File: config.mk
export PLATFORM = sky130hd
export DESIGN_NAME = fetch_queue
export DESIGN_NICKNAME = d
export VERILOG_FILES = /design/src/rtl/fetch_queue.sv
export SDC_FILE = /design/constraint.sdc
export NUM_CORES = 1
export LEC_CHECK = 0
export ABC_AREA = 1
export CAP_MARGIN = 20
export CORE_UTILIZATION = 55
export DETAILED_ROUTE_END_ITERATION = 8
export PLACE_DENSITY_LB_ADDON = 0.15
export SLEW_MARGIN = 40
export SYNTH_ARGS = -nofsm -noshare
export SYNTH_HDL_FRONTEND = slang
export SYNTH_SLANG_ARGS = --single-unit
File: constraint.sdc
create_clock -name clk -period 8 [get_ports clk]
set_clock_uncertainty 0.2 [all_clocks]
set_input_delay 1.2 -clock clk [delete_from_list [all_inputs] [get_ports clk]]
set_output_delay 1.2 -clock clk [all_outputs]
set_load 0.005 [all_outputs]
File: src/rtl/fetch_queue.sv
// Fetch-to-decode decoupling FIFO holding {pc, inst} pairs, with single-cycle branch flush.
// Optional macro FETCH_QUEUE_BYPASS_EN: zero-latency pass-through when the queue is empty.
module fetch_queue #(
  parameter int WIDTH  = 64,
  parameter int IWIDTH = 32,
  parameter int DEPTH  = 4
) (
  input  logic                     clk,
  input  logic                     rst,
  input  logic                     flush,
  input  logic                     in_valid,
  output logic                     in_ready,
  input  logic [WIDTH-1:0]         in_pc,
  input  logic [IWIDTH-1:0]        in_inst,
  output logic                     out_valid,
  input  logic                     out_ready,
  output logic [WIDTH-1:0]         out_pc,
  output logic [IWIDTH-1:0]        out_inst,
  output logic [$clog2(DEPTH):0]   count
);

  localparam int AW = $clog2(DEPTH);
  localparam int PW = AW + 1;

  logic [PW-1:0]     wrPtr_q, wrPtr_d;
  logic [PW-1:0]     rdPtr_q, rdPtr_d;
  logic [WIDTH-1:0]  pcMem   [DEPTH];
  logic [IWIDTH-1:0] instMem [DEPTH];

  logic empty;
  logic full;
  logic bypass;
  logic doEnq;
  logic doDeq;

  // Pointers carry an extra wrap bit so full and empty stay distinguishable.
  assign empty = (wrPtr_q == rdPtr_q);
  assign full  = (wrPtr_q[AW-1:0] == rdPtr_q[AW-1:0]) && (wrPtr_q[AW] != rdPtr_q[AW]);

  assign in_ready = !full && !flush && !rst;
  assign count    = wrPtr_q - rdPtr_q;

`ifdef FETCH_QUEUE_BYPASS_EN
  assign bypass = empty && !flush && !rst;
`else
  assign bypass = 1'b0;
`endif

  always_comb begin
    out_valid = !empty && !flush && !rst;
    out_pc    = '0;
    out_inst  = '0;
    if (out_valid) begin
      out_pc   = pcMem[rdPtr_q[AW-1:0]];
      out_inst = instMem[rdPtr_q[AW-1:0]];
    end
    if (bypass) begin
      out_valid = in_valid;
      if (in_valid) begin
        out_pc   = in_pc;
        out_inst = in_inst;
      end
    end
  end

  // A bypassed instruction that decode takes immediately is never written.
  assign doEnq = in_valid && in_ready && !(bypass && out_ready);
  assign doDeq = out_valid && out_ready && !empty;

  always_comb begin
    wrPtr_d = wrPtr_q;
    rdPtr_d = rdPtr_q;
    if (doEnq) wrPtr_d = wrPtr_q + PW'(1);
    if (doDeq) rdPtr_d = rdPtr_q + PW'(1);
  end

  always_ff @(posedge clk) begin
    if (rst || flush) begin
      wrPtr_q <= '0;
      rdPtr_q <= '0;
    end else begin
      wrPtr_q <= wrPtr_d;
      rdPtr_q <= rdPtr_d;
    end
  end

  // Storage is deliberately left unreset; only the pointers define validity.
  always_ff @(posedge clk) begin
    if (doEnq) begin
      pcMem[wrPtr_q[AW-1:0]]   <= in_pc;
      instMem[wrPtr_q[AW-1:0]] <= in_inst;
    end
  end

endmodule

==> results of run 1 <==
## logic make-up (layout without fill, tap and decap cells)
group	Yosys count	in the layout
AOI/OAI and AO/OA	291	291
xor gates and xnor gates	1	1
adders and majority gates	8	8
buffers and inverters	91	303
DFF	392	392
and+or+nand+nor	425	425
## layout make-up
type | count | share of cell area, %
multi-input combinational | 725 | 17.2
timing repair buffer | 216 | 11.3
clock inverter | 18 | 0.876
clock buffer | 51 | 5.64
tap | 372 | 2.47
inverter | 18 | 0.398
sequential | 392 | 62.1
## report_power, final
group          switching, W  internal [W]  total [W]  leakage, nW
logic             0.0000567     0.0000584   0.000115         2.20
registers        0.00000423       0.00227    0.00228         3.53
clock network      0.000709       0.00103    0.00174        0.603
total              0.000770       0.00337    0.00413         6.34
## through the flow
stage | power, W | setup WS (ns)
final | 0.00414 | 3.09
after global routing | 0.00425 | 2.91
after CTS | 0.00416 | 2.82
after detailed placement | 0.00243 | 3.08
after global placement | 0.00243 | 3.16
after floorplan | 0.00235 | 1.61
## flip-flops by register name (all words and copies together), names as in the netlist, named ones only
signal   flops
instMem    128
pcMem      256
rdPtr_q      3
wrPtr_q      3
## placed cells by master (no fill, tap or decap), types with 2 or more instances in the layout
master,synthesis,routed
nor2_1,391,387
edfxtp_1,384,384
clkdlybuf4s50_1,0,201
o21ai_0,182,182
a21oi_1,99,99
clkbuf_16,0,41
nand2_1,20,20
inv_1,15,15
buf_4,8,14
o21ai_1,10,10
clkbuf_1,23,10
clkinv_2,0,8
nand3_1,7,7
ha_1,7,7
dfxtp_1,8,6
nor2_4,1,5
clkinv_1,0,5
nand4_1,4,4
bufinv_16,0,3
inv_6,0,2
dfxtp_4,0,2
## Yosys cell counts, types with 3 or more instances
cell      instances
nor2_1          391
buf_4             8
clkbuf_1         23
o21ai_1          10
inv_2             3
nand3_1           7
o21ai_0         182
buf_2            32
dfxtp_1           8
ha_1              7
nand2_1          20
a21oi_1          99
edfxtp_1        384
buf_1             6
buf_6             4
nand4_1           4
inv_1            15
## layer usage
metal / wire [microns] / part of all wire [%]
met3: 2840 / 8.7
met1: 13200 / 40
met5: 27 / 0.082
met4: 710 / 2.2
met2: 16000 / 49
## worst max-delay path, cell delays in order
cell	delay [ns]
clkdlybuf4s50_1	0.44
nor2_4	0.26
nand2_4	0.34
buf_4	0.41
a21oi_1	0.23
clkdlybuf4s50_1	0.54
## worst min-delay path by stage
stage	end	depth (start not counted)
floorplan	wrPtr_q[2]	2
global placement	rdPtr_q[2]	2
detailed placement	wrPtr_q[2]	2
CTS	wrPtr_q[2]	2
global route	rdPtr_q[2]	2
finish	rdPtr_q[2]	2
==> metrics.csv, run 1 <==
metric,value,unit
n_diodes,0,
DR pass1 iterations,7,
Post-Route WL,32.8,mm
share of layout cells above drive strength 1,5.70,%
worst reg2reg path depth,9,
Yosys top cell area share,75.2,%
count of final max-slew check failures,0,
global routing's busiest layer,met2,
Die ar.,28600,sq um
TritonCTS Buffers,40,
DRC,0,
max_slew headroom,43.0,%
Crit. Startpoint,rst,
DP Wirelength,18.1,mm
largest net degree at the start of global routing,112,
Placed Instance Area,17600,sq um
reg-to-reg endpoint,pcMem[0][27],
Inst Count DP,1722,
Die Y-Extent,169,microns
Netlist cell types,22,
H-tree depth,2,
hold slack,0.324,ns
final core utilization,69.3,%
adder-cell share of the synthesized area,0.702,%
initial drt markers,734,
CP endpoint,out_pc[47],
setup TNS,0,ns
routed len/inst,18.3,microns
root buf cell,clkbuf_16,
Syn Nets,1317,
final net count,1502,
clock tree sinks,392,
gr usage total,23.2,%
CP Max Fanout,57,
"Top FF cell, synth",edfxtp_1,
multiplexer share of the synthesized area,0,%
final hold vios,0,
Setup Viol. Count Final,0,
status,"finished, final reports clean",
hold path startpoint,rdPtr_q[2],
synth warn,0,
DR vias,9763,
Peak Freq,204,MHz
Die Span X,169,microns
critical path endpoint category,output port,
Post-Synthesis Cells,1208,
worst r2r src,wrPtr_q[0],
crit path launch type,primary input,
worst vdd ir,182,uV
Final period util,61.3,%
Slew @ Worst Pin,0.855,ns
sequential area share after synthesis,76.2,%
Leakage,6.34,nW
Worst-path clk slew,0.06,ns
met1 Track Usage GR,29.1,%
GR Util met3,5.85,%
RSZ-0062 raised after global routing,no,
via count of the first global-routing pass,9548,
design area,18800,sq um
hold_buf cts,0,
Clock Path Buffers,3,
Post-synth EDFFs,384,
critical path type,primary input to output port,
fill count,1892,
synth top area cells,"edfxtp_1 (75%), nor2_1 (9.6%), o21ai_0 (5.9%)",
Worst Hold Class,register to register,
Routed Antenna Nets,0,
Worst Path Required,6.60,ns
GRT overflow,0,
Compound-Gate Fraction of Synth Area,9.50,%
Post-CTS Setup Inserts,0,
number of synthesized register bits,392,
Skew-Pair Late Insertion Delay,0.51,ns
FF-to-FF setup slack,4.40,ns
CTS tree,done,
CP arrival,3.51,ns
"area leader, netlist",edfxtp_1,
initial core utilization,56.4,%
syn_area_per_cell,12.7,sq um
Port Buffers,201,
Final GP Congestion,0.812,
Seq. cell area,11700,sq um
initial antenna violation count,4,
multi-input combinational cell area,3240,sq um
Synth Area in XOR/XNOR,0.0571,%
first-pass GRT wire length,50.5,mm
GR Util met2,39.6,%
row cnt,60,
max-cap violations,0,
Core Area,27200,sq um
asr flop ratio synth,0,%
pwr dens,219,nW/um^2
# resized after CTS,0,
Vias/cell,5.45,
main combinational cell family by area after synthesis,simple AND/OR/NAND/NOR gates,
Post-Synth Simple-Gate Area,10.6,%
synthesized area,15300,sq um
Area Overhead vs Synth,22.9,%
final instance count without filler cells,1792,
io pins,202,
fin crit period,4.91,ns
(Power assumes the default switching activity.)
==> run 2, diff against run 1 <==
- CORE_UTILIZATION: 55 -> 50
- clock period: 8 -> 4.1 ns (I/O delays scaled with it)
==> metrics.csv, run 2 (synthesis gave the netlist of run 1 again) <==
metric,value,unit,change
CP arrival,2.92,ns,was 3.51 ns
share of layout cells above drive strength 1,5.74,%,was 5.70%
worst vdd ir,369,uV,was 182 uV
gr usage total,21.3,%,was 23.2%
Setup Viol. Count Final,0,,unchanged
hold_buf cts,0,,unchanged
via count of the first global-routing pass,9321,,"was 9,548"
CTS tree,done,,unchanged
Peak Freq,267,MHz,
DR pass1 iterations,5,,was 7
CP Max Fanout,37,,was 57
CP peak stage delay,0.47,ns,was 0.54 ns
Core Area,29900,sq um,"was 27,200 sq um"
Worst path slowest cell,clkdlybuf4s50_1,,unchanged
initial antenna violation count,1,,was 4
Final GP Congestion,0.795,,was 0.812
count of final max-slew check failures,0,,unchanged
initial core utilization,51.3,%,was 56.4%
Clock Path Buffers,3,,unchanged
Largest register FFs,256,,unchanged
Slew @ Worst Pin,0.769,ns,was 0.855 ns
Worst Path Required,3.28,ns,was 6.60 ns
critical path endpoint category,output port,,unchanged
fill count,2244,,"was 1,892"
DRC,0,,unchanged
Die Y-Extent,177,microns,was 169 microns
Worst-path clk slew,0.06,ns,about the same
Post-Route WL,33.4,mm,was 32.8 mm
Port Buffers,201,,unchanged
setup TNS,0,ns,unchanged
DR vias,9672,,"was 9,763"
Final period util,91.2,%,
final core utilization,63.7,%,was 69.3%
clock tree sinks,392,,unchanged
hold endpoint,wrPtr_q[2],,was rdPtr_q[2]
Skew-Pair Late Insertion Delay,0.52,ns,was 0.51 ns
Bufs and invs on worst path,4,,was 3
critical path type,register to output port,,was primary input to output port
"commonest cells after routing, fill and taps aside","nor2_1 (387), edfxtp_1 (384), clkdlybuf4s50_1 (201)",,unchanged
largest net degree at the start of global routing,129,,was 112
Die ar.,31400,sq um,"was 28,600 sq um"
GRT overflow,0,,unchanged
Post-CTS Setup Inserts,0,,unchanged
initial drt markers,745,,was 734
final net count,1513,,"was 1,502"
Hold Path Cell Cnt,2,,unchanged
final hold vios,0,,unchanged
routed len/inst,18.3,microns,about the same
hold path startpoint,wrPtr_q[2],,was rdPtr_q[2]
io pins,202,,unchanged
row cnt,63,,was 60
H-tree depth,2,,unchanged
root buf cell,clkbuf_16,,unchanged
status,"finished, final reports clean",,unchanged
Vias/cell,5.32,,was 5.45
max_slew headroom,48.7,%,was 43.0%
reg-to-reg endpoint,instMem[2][16],,was pcMem[0][27]
DP Wirelength,18.9,mm,was 18.1 mm
pwr dens,413,nW/um^2,was 219 nW/um^2
# resized after CTS,0,,unchanged
worst reg2reg path depth,8,,was 9
Area Overhead vs Synth,24.1,%,was 22.9%
worst r2r src,wrPtr_q[0],,unchanged
max-cap violations,0,,unchanged
Most common cell on crit path,inv_1,,was clkdlybuf4s50_1
Die Span X,177,microns,was 169 microns
TritonCTS Buffers,40,,unchanged
RSZ-0062 raised after global routing,no,,unchanged
critical path's top delay family,buffers and inverters,,unchanged
fin crit period,3.74,ns,
worst-path cell chain,"inv_1, ha_1, nand2_1, inv_1, nand3_2, nand2_8, buf_4, a21oi_1, clkdlybuf4s50_1",,"was clkdlybuf4s50_1, nor2_4, nand2_4, buf_4, a21oi_1, clkdlybuf4s50_1"
FF-to-FF setup slack,1.07,ns,was 4.40 ns
Leakage,6.36,nW,was 6.34 nW
crit path launch type,register,,was primary input
Crit. Startpoint,wrPtr_q[0],,was rst
first-pass GRT wire length,50.8,mm,was 50.5 mm
Worst Hold Class,register to register,,unchanged
Routed Antenna Nets,0,,unchanged
"commonest non-fill, non-tap cell in the layout",nor2_1,,unchanged
-- run 2: cell types whose count changed in the layout (fill, tap and decap cells not counted), sizes merged --
| cell | delta |
|---|---|
| buf | +11 |
| bufinv | -3 |
| clkbuf | +7 |
| clkinv | -4 |
| clkinvlp | -1 |
| diode | +1 |
| inv | -2 |
-- run 2: power breakdown --
group          total [W]  internal [W]  switching, W
logic           0.000229      0.000116      0.000114
clock network    0.00319       0.00183       0.00136
registers        0.00444       0.00443    0.00000763
-- run 2: per-layer routing --
metal  share of wire [%]  track usage [%]  vias to the layer above
met5               0.051                0                        -
met4                 2.9             7.61                        2
met3                 6.5             4.04                       67
met2                  46             34.0                      280
met1                  44             29.3                     4658
li1                    -                -                     4665
-- run 2: worst reg2reg max path, cell delays in order (launching register included) --
cell and delay, ns:
dfxtp_1 0.39, inv_1 0.12, ha_1 0.32, nand2_1 0.07, inv_1 0.07, nand3_1 0.11
nand3_1 0.39, nor2_4 0.73, buf_4 0.32
-- run 2: area by class of cell --
cell class	instances	area (sq um)	share of cell area (%)
Antenna cell	1	2.50	0.0132
Inverter	18	71.3	0.375
Timing Repair Buffer	227	2390	12.6
Clock buffer	58	1090	5.73
Clock inverter	8	33.8	0.178
Tap cell	390	488	2.56
Sequential cell	392	11700	61.5
Multi-Input combinational cell	725	3250	17.1
-- run 2: through the flow --
stage                     total power (W)  setup WS (ns)  std cells  hold slack (ns)  instance area [sq um]
after CTS                         0.00793          0.151       1818            0.318                  19000
final                             0.00786          0.361       1819            0.316                  19000
after global placement            0.00475          0.541       1752            0.301                  17900
after global routing              0.00809          0.138       1818            0.369                  19000
after detailed placement          0.00475          0.509       1752            0.308                  17900
after floorplan                   0.00459         -0.264       1208            0.279                  15300
-- run 2: how the worst max path moves through the flow --
stage | endpoint | slack, ns | cells past startpoint
floorplan | instMem[3][0] | -0.26 | 7
global placement | out_pc[29] | 0.54 | 6
detailed placement | out_pc[24] | 0.51 | 6
CTS | out_pc[24] | 0.15 | 9
global route | out_pc[27] | 0.14 | 9
finish | out_pc[27] | 0.36 | 9
==> run 3, diff against run 2 <==
- CAP_MARGIN: 20 -> not set
==> results of run 3 <==
No change in the layout: final DEF, timing and power equal those of run 2.
